## src/rtl/sample_voice_addr_gen.sv

```systemverilog
// sample_voice_addr_gen: time-multiplexed per-voice fractional sample address generator
module sample_voice_addr_gen #(
  parameter int NUM_VOICES = 4,
  parameter int ADDR_WIDTH = 13,
  parameter int BRAM_DEPTH = 8192,
  parameter int FRAC_WIDTH = 8,
  parameter int STEP_WIDTH = 12
) (
  input  logic                             clk_in,
  input  logic                             rst_in,
  input  logic                             sample_tick,
  input  logic [NUM_VOICES-1:0]            gate_in,
  input  logic [2*NUM_VOICES-1:0]          mode_in,
  input  logic [STEP_WIDTH*NUM_VOICES-1:0] step_in,
  input  logic [ADDR_WIDTH-1:0]            loop_start_in,
  input  logic [ADDR_WIDTH-1:0]            loop_end_in,
  output logic [ADDR_WIDTH*NUM_VOICES-1:0] sample_addr,
  output logic                             addr_valid,
  output logic [NUM_VOICES-1:0]            voice_active,
  output logic [NUM_VOICES-1:0]            done_pulse,
  output logic                             overrun_pulse
);
  localparam int PW = ADDR_WIDTH + FRAC_WIDTH;
  localparam int IW = NUM_VOICES > 1 ? $clog2(NUM_VOICES) : 1;
  localparam logic [PW:0] DEPTH_FX = (PW+1)'(BRAM_DEPTH) << FRAC_WIDTH;
  localparam logic [ADDR_WIDTH:0] LAST = (ADDR_WIDTH+1)'(BRAM_DEPTH - 1);
  localparam logic [PW-1:0] LAST_FX = PW'(BRAM_DEPTH - 1) << FRAC_WIDTH;
  typedef enum logic [1:0] {IDLE, SWEEP, PUBLISH} state_t;
  state_t state, state_nxt;
  logic [IW-1:0] idx, idx_nxt;
  logic [PW-1:0] phase [NUM_VOICES];
  logic [NUM_VOICES-1:0] finished, pending;
  logic [1:0] mode;
  logic [STEP_WIDTH-1:0] step;
  logic [PW:0] sum, wrap_reg, len_fx;
  logic [PW-1:0] wrap_full, phase_nxt;
  logic [ADDR_WIDTH:0] end_addr, len;
  logic region, over, reg_hi, one_shot;
  // sequencer: one voice slot per cycle, then a single publish cycle
  always_comb begin
    state_nxt = state;
    idx_nxt = idx;
    if (state == IDLE && sample_tick) begin
      state_nxt = SWEEP;
      idx_nxt = '0;
    end else if (state == SWEEP) begin
      idx_nxt = idx == IW'(NUM_VOICES - 1) ? '0 : idx + IW'(1);
      state_nxt = idx == IW'(NUM_VOICES - 1) ? PUBLISH : SWEEP;
    end else if (state == PUBLISH) begin
      state_nxt = IDLE;
    end
  end
  // next phase of the voice in the current slot, with end-of-sample handling
  always_comb begin
    mode = mode_in[idx*2 +: 2];
    step = step_in[idx*STEP_WIDTH +: STEP_WIDTH];
    sum = {1'b0, phase[idx]} + (PW+1)'(step);
    region = mode == 2'b10 && loop_start_in <= loop_end_in;
    one_shot = mode == 2'b00;
    end_addr = region ? {1'b0, loop_end_in} : LAST;
    over = sum[PW:FRAC_WIDTH] > end_addr;
    len = {1'b0, loop_end_in} - {1'b0, loop_start_in} + (ADDR_WIDTH+1)'(1);
    len_fx = (PW+1)'(len) << FRAC_WIDTH;
    wrap_full = PW'(sum - DEPTH_FX);
    wrap_reg = sum - len_fx;
    reg_hi = wrap_reg[PW:FRAC_WIDTH] > {1'b0, loop_end_in};
    phase_nxt = !over ? sum[PW-1:0] : one_shot ? LAST_FX : !region ? wrap_full :
                reg_hi ? {loop_start_in, {FRAC_WIDTH{1'b0}}} : wrap_reg[PW-1:0];
  end
  // state, publication strobes and per-voice phase bookkeeping
  always_ff @(posedge clk_in) begin
    if (rst_in) begin
      state <= IDLE;
      idx <= '0;
      sample_addr <= '0;
      addr_valid <= 1'b0;
      done_pulse <= '0;
      overrun_pulse <= 1'b0;
      voice_active <= '0;
      finished <= '0;
      pending <= '0;
      for (int v = 0; v < NUM_VOICES; v++) phase[v] <= '0;
    end else begin
      state <= state_nxt;
      idx <= idx_nxt;
      overrun_pulse <= sample_tick && state != IDLE;
      addr_valid <= state == PUBLISH;
      done_pulse <= state == PUBLISH ? pending : '0;
      for (int v = 0; v < NUM_VOICES; v++) begin
        if (state == PUBLISH) begin
          sample_addr[v*ADDR_WIDTH +: ADDR_WIDTH] <= phase[v][PW-1:FRAC_WIDTH];
          pending[v] <= 1'b0;
        end
        if (!gate_in[v]) begin
          phase[v] <= '0;
          voice_active[v] <= 1'b0;
          finished[v] <= 1'b0;
          pending[v] <= 1'b0;
        end else if (state == SWEEP && idx == IW'(v)) begin
          if (!voice_active[v] && !finished[v]) begin
            voice_active[v] <= 1'b1;
            phase[v] <= '0;
          end else if (voice_active[v]) begin
            phase[v] <= phase_nxt;
            if (over && one_shot) begin
              voice_active[v] <= 1'b0;
              finished[v] <= 1'b1;
              pending[v] <= 1'b1;
            end
          end
        end
      end
    end
  end
endmodule

```

## config.mk

```make
export PLATFORM = sky130hd
export DESIGN_NAME = sample_voice_addr_gen
export DESIGN_NICKNAME = d
export VERILOG_FILES = /design/src/rtl/sample_voice_addr_gen.sv
export SDC_FILE = /design/constraint.sdc
export NUM_CORES = 1
export LEC_CHECK = 0
export CORE_ASPECT_RATIO = 2
export CORE_MARGIN = 2
export CORE_UTILIZATION = 40
export DETAILED_ROUTE_END_ITERATION = 16
export GPL_TIMING_DRIVEN = 1
export PLACE_DENSITY_LB_ADDON = 0.1
export SYNTH_ARGS = -nofsm -noshare
export SYNTH_HDL_FRONTEND = slang
export SYNTH_SLANG_ARGS = --single-unit
```

## constraint.sdc

```tcl
create_clock -name clk_in -period 13.26 [get_ports clk_in]
set_input_delay 1.326 -clock clk_in [delete_from_list [all_inputs] [get_ports clk_in]]
set_output_delay 1.326 -clock clk_in [all_outputs]
set_load 0.1 [all_outputs]
```

==> flow_metrics.py, run 1 <==
metrics = {
    "placement": {
        "gp_congestion": 0.9436,
        "dp.cells": 1489,
        "placed_area_um2": 12240,
        "portBuffers": 150,
        "dp_hpwl_mm": 25.78,
    },
    "detailed_routing": {
        "drc_errors": 0,
        "ant_nets": 0,
        "wl_per_cell_um": 21.50,
        "drtIter0Drc": 481,
        "routed_wl_mm": 32.70,
        "dr.pass1.iters": 5,
        "vias_per_cell": 5.486,
        "vias": 8344,
    },
    "setup_path": {
        "crit_type": "input pin to flip-flop",
        "cp-end-kind": "flip-flop",
        "cp.arrival_ns": 8.64,
        "crit_path_top_delay_cell": "mux4_2",
        "critPathMaxFanout": 12,
        "cp-start-kind": "input pin",
        "timing.critical_path.mode_cell": "o21ai_0",
        "critical_path.max_stage_delay_ns": 0.49,
        "cp_top_family": "compound AO/OA/AOI/OAI gates",
        "cp.depth": 33,
        "path_buf_inv": 3,
        "ff2ff_path_depth": 33,
        "worst-endpoint-required_ns": 13.43,
    },
    "logic_synthesis": {
        "yosysTopAreaCell": "edfxtp_1",
        "synthCells": 1031,
        "syn-cell-area_um2": 10420,
        "synth_top_cell_area_share_pct": 24.21,
        "synth_seq_cells": 160,
        "synth.area.top_cells": "edfxtp_1, dfxtp_1, ha_1, mux4_2, nor2_1",
        "synth_cell_types": 84,
        "ys_seq_area_share_pct": 38.81,
        "synthFlopType": "edfxtp_1",
        "synth_warnings": 0,
        "synth_edf_count": 84,
        "avgSynthCellArea_um2": 10.11,
        "synth_nets": 1214,
        "ys_async_sr_fraction_pct": 0,
    },
    "timing": {
        "period_minus_slack_ns": 8.467,
        "rsz0062_at_grt": "false",
        "worst_slew_pin_slew_ns": 1.012,
        "fin_skew_ns": 0.01014,
        "final.period_utilization_pct": 63.85,
        "slew_viol_final": 0,
        "setup_tns_ns": 0,
        "timing.fmax_ghz": 0.1181,
        "slew_headroom_pct": 32.31,
        "setup_viol": 0,
        "hold_viol": 0,
    },
    "power_and_ir_drop": {
        "ir_drop_mv": 0.09725,
        "swShare_pct": 34.93,
        "power.leakage_uw": 0.004970,
        "powerDensity_nw_per_um2": 124.9,
        "clock_power_share_pct": 31.8,
        "switching_power_uw": 561.0,
        "intPower_uw": 1045,
        "p_comb_share_pct": 34.2,
        "pwr-share-seq_pct": 33.9,
        "p_total_uw": 1606,
    },
    "min_path": {
        "min_path_type": "flip-flop to flip-flop",
        "holdPathStages": 1,
    },
    "clocking": {
        "ctsResizeCount": 0,
        "cts_root_buf": "clkbuf_16",
        "clk_pin_slew_ns": 0.07,
        "htree_num_levels": 4,
        "ctsHoldBuffers": 0,
        "cts_buffer_depth": 2,
        "cts_tree": "done",
        "cts_setup_buffers": 0,
        "numCtsBuffers": 17,
        "cts_num_sinks": 160,
        "clkLatencyLatePin_ns": 0.43,
    },
    "global_routing": {
        "antenna_found_initial": 0,
        "grt_pass1_wl_mm": 49.86,
        "track_usage_pct": 24.25,
        "overflow": 0,
        "grt_max_degree": 61,
        "grt_pass1_vias": 8791,
    },
    "final_layout": {
        "design_area_um2": 12860,
        "finalNonFillerCells": 1521,
        "final_net_count": 1351,
        "antenna_cells": 0,
        "area_growth_pct": 23.39,
        "final_common_cell": "nor2_1",
        "layout_common_cells": "nor2_1, clkdlybuf4s50_1, ha_1",
        "drive_above_1_share_pct": 10.16,
        "filler_cell_count": 2488,
    },
    "die": {
        "dieHeight_um": 232.3,
        "rows": 83,
        "core-area_um2": 25650,
        "pin_count": 151,
        "start_util_pct": 40.62,
        "fp.dieW_um": 118.1,
        "fp.dieArea_um2": 27440,
    },
    "run_status": {
        "status": "finished, final reports clean",
    },
    "flow_run": {
        "cap_violations": 0,
    },
}
layer usage:
| metal | vias to the layer above | wire [um] | global-route usage, % |
|---|---|---|---|
| met5 | - | 0 | 0 |
| met4 | 0 | 1715 | 13.37 |
| met3 | 66 | 1117 | 3.193 |
| met2 | 222 | 18720 | 48.88 |
| met1 | 4068 | 11150 | 22.91 |
| li1 | 3988 | - | - |
power groups by stage:
stage / registers (uW) / clock network (uW) / logic [uW]
global route: 546 / 537 / 600
CTS: 545 / 520 / 549
detailed placement: 556 / 0 / 545
global placement: 556 / 0 / 545
floorplan: 553 / 0 / 366
finish: 545 / 511 / 550
layout make-up:
class | instances | area [um2] | share of cell area [%]
multi-input combinational | 778 | 6020 | 46.82
timing repair buffer | 158 | 1556 | 12.11
clock inverter | 14 | 162.7 | 1.265
inverter | 53 | 198.9 | 1.547
sequential | 160 | 4044 | 31.45
clock buffer | 18 | 450.4 | 3.503
tap | 340 | 425.4 | 3.309
kinds of logic (layout without fill, tap and decap cells):
group | after synthesis | count (layout) | share of synthesized area, %
adder cells (fa/ha/maj) | 95 | 95 | 11.68
multiplexers | 93 | 93 | 13.20
XOR/XNOR | 39 | 39 | 3.602
AND/OR/NAND/NOR | 357 | 357 | 15.71
AO/OA/AOI/OAI | 194 | 194 | 13.17
buffers and inverters | 93 | 243 | 3.830
flip-flops | 160 | 160 | 38.81
metrics by stage:
| step | worst slack [ns] | utilization [%] | hold WS, ns |
|---|---|---|---|
| final | 4.793 | 50.12 | 0.4638 |
| after global routing | 4.210 | 50.12 | 0.4880 |
| after CTS | 4.803 | 50.12 | 0.4692 |
| after detailed placement | 4.376 | 47.73 | 0.4499 |
| after global placement | 4.413 | 47.73 | 0.4500 |
| after floorplan | 5.985 | - | 0.4301 |
sequential cells by signal (all words and copies together), names as in the netlist, named ones only:
name,flops
addr_valid,1
done_pulse,4
finished,4
idx,2
overrun_pulse,1
pending,4
phase,84
sample_addr,52
state,2
voice_active,4
synthesized netlist by cell type, drive strengths merged, types with 3 or more instances:
library cell / instances
o31ai: 3
clkbuf: 16
o21ai: 42
mux2i: 56
and2: 9
a21oi: 46
xnor2: 16
o21bai: 4
a2111o: 3
a31o: 3
nor2b: 17
a2111oi: 4
fa: 4
nand4: 10
nand3: 14
buf: 24
nand2: 42
nor3: 12
o22a: 4
nand2b: 19
a221oi: 4
nor3b: 6
a31oi: 4
edfxtp: 84
a211oi: 5
a21bo: 3
mux4: 35
a21o: 16
a21boi: 10
nor2: 200
ha: 90
o211ai: 9
or3: 6
o21a: 14
or3b: 4
dfxtp: 76
inv: 53
or2: 14
xor2: 22
path summary, 6_finish.rpt:
path	startpoint	end	slack (ns)
min reg2reg	pending[1]$_SDFF_PP0_	done_pulse[1]$_SDFF_PP0_	0.46
max reg2reg	flip-flop	phase[0][20]$_SDFFCE_PN0P_	5.02
max	step_in[40]	phase[0][20]$_SDFFCE_PN0P_	4.79
min	pending[1]$_SDFF_PP0_	done_pulse[1]$_SDFF_PP0_	0.46
worst reg2reg max path, delay by kind of cell, from the launching register on:
kind	cells	cell delay [ns]
adder cells (fa/ha/maj)	4	1.16
AND/OR/NAND/NOR	8	1.37
buffers and inverters	3	0.65
flip-flops	1	0.61
multiplexers	1	0.57
XOR/XNOR	1	0.16
AO/OA/AOI/OAI	16	3.44
(Power assumes the default switching activity.)
==> run 2: changes to the inputs <==
- clock period: 13.26 -> 8.9 ns (I/O delays scaled with it)
==> run 2 against run 1 <==
- combinational power up 49%
- sequential power is 50% higher
- via count is 0.38% higher
- setup slack got worse by 3.8 ns
- global-route usage decreased by 0.48 points
- critical path type is now flip-flop to flip-flop
- utilization about the same
==> flow_metrics.py, run 2 (synthesis results as in run 1) <==
metrics = {
    "run_status": {
        "status": "finished, final reports clean",
    },
    "setup_path": {
        "cp.arrival_ns": 8.11,
        "critPathMaxFanout": 12,
        "timing.critical_path.mode_cell": "a21o_1",
        "critical_path.max_stage_delay_ns": 0.92,
        "crit_type": "flip-flop to flip-flop",
        "cp-start-kind": "flip-flop",
        "crit_path_top_delay_cell": "dfxtp_1",
        "cp-end-kind": "flip-flop",
        "worst-endpoint-required_ns": 9.07,
    },
    "global_routing": {
        "grt_max_degree": 61,
        "grt_pass1_wl_mm": 48.58,
        "grt_pass1_vias": 8539,
        "antenna_found_initial": 0,
        "overflow": 0,
        "track_usage_pct": 23.77,
    },
    "timing": {
        "worst_slew_pin_slew_ns": 1.029,
        "slew_headroom_pct": 31.20,
        "setup_viol": 0,
        "period_minus_slack_ns": 7.939,
        "fin_skew_ns": 0.008631,
        "rsz0062_at_grt": "false",
        "timing.fmax_ghz": 0.1260,
        "whs_ns": 0.4652,
        "final.period_utilization_pct": 89.21,
        "slew_viol_final": 0,
        "hold_viol": 0,
        "setup_tns_ns": 0,
    },
    "placement": {
        "dp_hpwl_mm": 25.92,
        "placed_area_um2": 12290,
        "gp_congestion": 0.9392,
        "portBuffers": 150,
    },
    "clocking": {
        "clkLatencyLatePin_ns": 0.43,
        "numCtsBuffers": 17,
        "cts_num_sinks": 160,
        "ctsResizeCount": 0,
        "cts_setup_buffers": 0,
        "clk_pin_slew_ns": 0.06,
        "cts_tree": "done",
        "htree_num_levels": 4,
        "cts_root_buf": "clkbuf_16",
        "ctsHoldBuffers": 0,
        "cts_buffer_depth": 2,
    },
    "die": {
        "rows": 83,
        "fp.dieW_um": 118.1,
        "start_util_pct": 40.62,
        "dieHeight_um": 232.3,
        "fp.dieArea_um2": 27440,
        "pin_count": 151,
        "core-area_um2": 25650,
    },
    "power_and_ir_drop": {
        "ir_drop_mv": 0.1357,
        "p_total_uw": 2322,
        "power.leakage_uw": 0.004974,
        "powerDensity_nw_per_um2": 180.8,
    },
    "min_path": {
        "min_path_type": "flip-flop to flip-flop",
    },
    "final_layout": {
        "final_net_count": 1357,
        "layout_common_cells": "nor2_1, clkdlybuf4s50_1, ha_1",
        "area_growth_pct": 23.27,
        "filler_cell_count": 2459,
        "regMostFlops": "phase",
        "design_area_um2": 12840,
        "drive_above_1_share_pct": 10.53,
        "antenna_cells": 0,
        "reg_top3": "phase x84, sample_addr x52",
        "largest_reg_flops": 84,
        "final_common_cell": "nor2_1",
    },
    "detailed_routing": {
        "vias": 8376,
        "routed_wl_mm": 32.58,
        "wl_per_cell_um": 21.34,
        "dr.pass1.iters": 7,
        "vias_per_cell": 5.485,
        "drtIter0Drc": 537,
        "drc_errors": 0,
        "ant_nets": 0,
    },
    "flow_run": {
        "cap_violations": 0,
    },
}
==> run 2: area by class of cell <==
cell class | instances | area (um2) | area share, %
clock buffers | 21 | 480.5 | 3.741
clock inverters | 11 | 75.07 | 0.5845
inverters | 53 | 198.9 | 1.549
multi-input cells | 778 | 6020 | 46.86
flip-flops and latches | 160 | 4044 | 31.48
well taps | 340 | 425.4 | 3.312
repair buffers | 164 | 1602 | 12.47
==> run 2: worst max-delay path, delay by kind of cell, from the launching register on <==
kind | cells | cell delay (ns)
simple gates | 5 | 0.44
compound gates | 17 | 4.02
mux | 1 | 0.62
flops | 1 | 0.92
fa+ha+maj | 3 | 0.89
xor+xnor | 2 | 0.75
==> run 2: path summary, 6_finish.rpt <==
path | startpoint | to | slack, ns | depth (start not counted)
max | flip-flop | phase[2][20]$_SDFFCE_PN0P_ | 0.96 | 28
min | pending[0]$_SDFF_PP0_ | done_pulse[0]$_SDFF_PP0_ | 0.47 | 1
max reg2reg | flip-flop | phase[2][20]$_SDFFCE_PN0P_ | 0.96 | 28
min reg2reg | pending[0]$_SDFF_PP0_ | done_pulse[0]$_SDFF_PP0_ | 0.47 | 1
==> run 2: power by group <==
group	total, uW	switching (uW)	internal (uW)
combinational	817	489	328
sequential	816	19.2	797
clock	689	302	387
total	2320	811	1510
==> run 2: per-layer routing <==
layer | up-vias | global-route usage (%) | part of all wire, %
met5 | - | 0 | 0
met4 | 0 | 13.70 | 5.6
met3 | 75 | 3.414 | 3.0
met2 | 219 | 46.80 | 57
met1 | 4079 | 23.00 | 34
li1 | 4003 | - | -
==> run 2: stage by stage <==
step | setup slack (ns) | cells | util (%)
after CTS | 0.9775 | 1527 | 50.08
after global routing | 0.4266 | 1527 | 50.08
after floorplan | 1.768 | 1031 | -
after detailed placement | 0.8126 | 1495 | 47.91
after global placement | 0.8342 | 1495 | 47.91
final | 0.9606 | 1527 | 50.08
==> run 3: changes to the inputs <==
- GPL_TIMING_DRIVEN: 1 -> 0
==> run 3 against run 2 <==
- critical path depth grew 7
- utilization rose by 0.57 points
- setup slack got worse by 0.37 ns
- register-to-register slack worse by 0.37 ns
- via count is 1.2% higher
- non-clock buffer count increased by 26
- clock skew grew 0.0022 ns
- final area up 1.1%
- fmax down 4.4%
- global-route usage up 0.83 points
- clock power up 2%
==> flow_metrics.py, run 3 (synthesis results as in run 1) <==
metrics = {
    "detailed_routing": {
        "routed_wl_mm": 33.42,
        "vias_per_cell": 5.456,
        "dr.pass1.iters": 5,
        "vias": 8473,
        "ant_nets": 0,
        "drtIter0Drc": 408,
        "wl_per_cell_um": 21.52,
        "drc_errors": 0,
    },
    "final_layout": {
        "largest_reg_flops": 84,
        "final_common_cell": "nor2_1",
        "area_growth_pct": 24.68,
        "multiInputGateArea_um2": 6007,
        "layout_common_cells": "nor2_1, clkdlybuf4s50_1, ha_1",
        "drive_above_1_share_pct": 9.810,
        "reg_top3": "phase x84, sample_addr x52",
        "regMostFlops": "phase",
        "ff_latch_area_um2": 4044,
        "antenna_cells": 0,
        "filler_cell_count": 2417,
        "final_net_count": 1383,
    },
    "clocking": {
        "ctsHoldBuffers": 0,
        "cts_buffer_depth": 2,
        "cts_root_buf": "clkbuf_16",
        "cts_setup_buffers": 0,
        "numCtsBuffers": 17,
        "cts_num_sinks": 160,
        "htree_num_levels": 4,
        "ctsResizeCount": 0,
        "cts_tree": "done",
        "clkLatencyLatePin_ns": 0.43,
        "clk_pin_slew_ns": 0.07,
    },
    "global_routing": {
        "grt_pass1_wl_mm": 49.71,
        "overflow": 0,
        "grt_max_degree": 22,
        "antenna_found_initial": 0,
        "track_usage_pct": 24.60,
        "grt_pass1_vias": 8858,
    },
    "min_path": {
        "hp-start": "pending[2]$_SDFF_PP0_",
        "min_path_type": "flip-flop to flip-flop",
    },
    "die": {
        "start_util_pct": 40.62,
        "pin_count": 151,
        "dieHeight_um": 232.3,
        "core-area_um2": 25650,
        "fp.dieArea_um2": 27440,
        "fp.dieW_um": 118.1,
        "rows": 83,
    },
    "placement": {
        "gp_congestion": 0.9126,
        "portBuffers": 150,
        "dp_hpwl_mm": 27.47,
    },
    "setup_path": {
        "cp-start-kind": "flip-flop",
        "critical_path.max_stage_delay_ns": 0.47,
        "cp.arrival_ns": 8.48,
        "rr_startpoint": "idx[1]$_SDFFE_PP0P_",
        "timing.critical_path.mode_cell": "o21ai_0",
        "crit_path_top_delay_cell": "a2111o_1",
        "crit_type": "flip-flop to flip-flop",
        "worst-endpoint-required_ns": 9.07,
        "critPathMaxFanout": 10,
        "critPathLaunch": "idx[1]$_SDFFE_PP0P_",
        "cp-end-kind": "flip-flop",
    },
    "power_and_ir_drop": {
        "pwr-share-seq_pct": 34.5,
        "ir_drop_mv": 0.2321,
        "clock_power_share_pct": 30.0,
        "switching_power_uw": 822.2,
        "power.leakage_uw": 0.005027,
        "intPower_uw": 1526,
        "p_comb_share_pct": 35.5,
        "swShare_pct": 35.01,
        "powerDensity_nw_per_um2": 180.8,
    },
    "timing": {
        "final.period_utilization_pct": 93.31,
        "slew_viol_final": 0,
        "period_minus_slack_ns": 8.305,
        "setup_tns_ns": 0,
        "whs_ns": 0.4657,
        "rsz0062_at_grt": "false",
        "hold_viol": 0,
        "setup_viol": 0,
        "worst_slew_pin_slew_ns": 0.9981,
        "fin_skew_ns": 0.01084,
        "slew_headroom_pct": 33.25,
        "timing.fmax_ghz": 0.1204,
    },
    "run_status": {
        "status": "finished, final reports clean",
    },
    "flow_run": {
        "cap_violations": 0,
    },
}
==> run 3: cell count changes in the layout (fill, tap and decap cells not counted), sizes merged <==
cell | previous run | this run
buf | 15 | 23
bufinv | 0 | 1
clkbuf | 21 | 37
clkdlybuf4s50 | 149 | 150
clkinv | 3 | 8
clkinvlp | 3 | 1
inv | 58 | 55
==> run 3: layer usage <==
| metal | global-route usage [%] | vias up | wire length (um) |
|---|---|---|---|
| met4 | 15.25 | 0 | 2096 |
| met5 | 0 | - | 0 |
| li1 | - | 4054 | - |
| met3 | 2.824 | 73 | 1032 |
| met1 | 22.22 | 4133 | 10820 |
| met2 | 50.25 | 213 | 19470 |
==> run 3: final timing paths <==
kind / endpoint / slack [ns] / cells after the start
min: done_pulse[2]$_SDFF_PP0_ / 0.47 / 1
max reg2reg: phase[2][20]$_SDFFCE_PN0P_ / 0.60 / 35
max: phase[2][20]$_SDFFCE_PN0P_ / 0.60 / 35
min reg2reg: done_pulse[2]$_SDFF_PP0_ / 0.47 / 1
==> run 3: worst max-delay path: cells and delay by family, from the launching register on <==
| kind | cells | cell delay (ns) |
|---|---|---|
| fa+ha+maj | 4 | 1.16 |
| flops | 1 | 0.40 |
| simple gates | 8 | 1.36 |
| compound gates | 16 | 3.41 |
| xor+xnor | 1 | 0.15 |
| mux | 1 | 0.38 |
| buf+inv | 5 | 1.16 |
==> run 3: power groups by stage <==
stage	Clock, uW	Combinational [uW]	Sequential (uW)
floorplan	0	546	823
global placement	0	815	826
detailed placement	0	827	826
CTS	715	832	810
global route	738	905	811
finish	704	835	810
==> run 3: through the flow <==
| step | setup WS [ns] | std cells | total power, uW | utilization [%] | cell area, um2 |
|---|---|---|---|---|---|
| after floorplan | 1.768 | 1031 | 1369 | - | 10420 |
| after global placement | 0.1985 | 1521 | 1641 | 48.13 | 12350 |
| after detailed placement | 0.2120 | 1523 | 1653 | 48.47 | 12430 |
| after CTS | 0.1717 | 1555 | 2356 | 50.67 | 13000 |
| after global routing | 0.02083 | 1553 | 2454 | 50.65 | 12990 |
| final | 0.5954 | 1553 | 2349 | 50.65 | 12990 |
==> run 3: layout make-up <==
class / instances / share of cell area (%)
Sequential cell: 160 / 31.13
Inverter: 53 / 1.531
Multi-Input combinational cell: 778 / 46.24
Clock buffer: 20 / 3.525
Buffer: 38 / 1.502
Clock inverter: 12 / 0.8186
Tap cell: 340 / 3.275
Timing Repair Buffer: 152 / 11.98
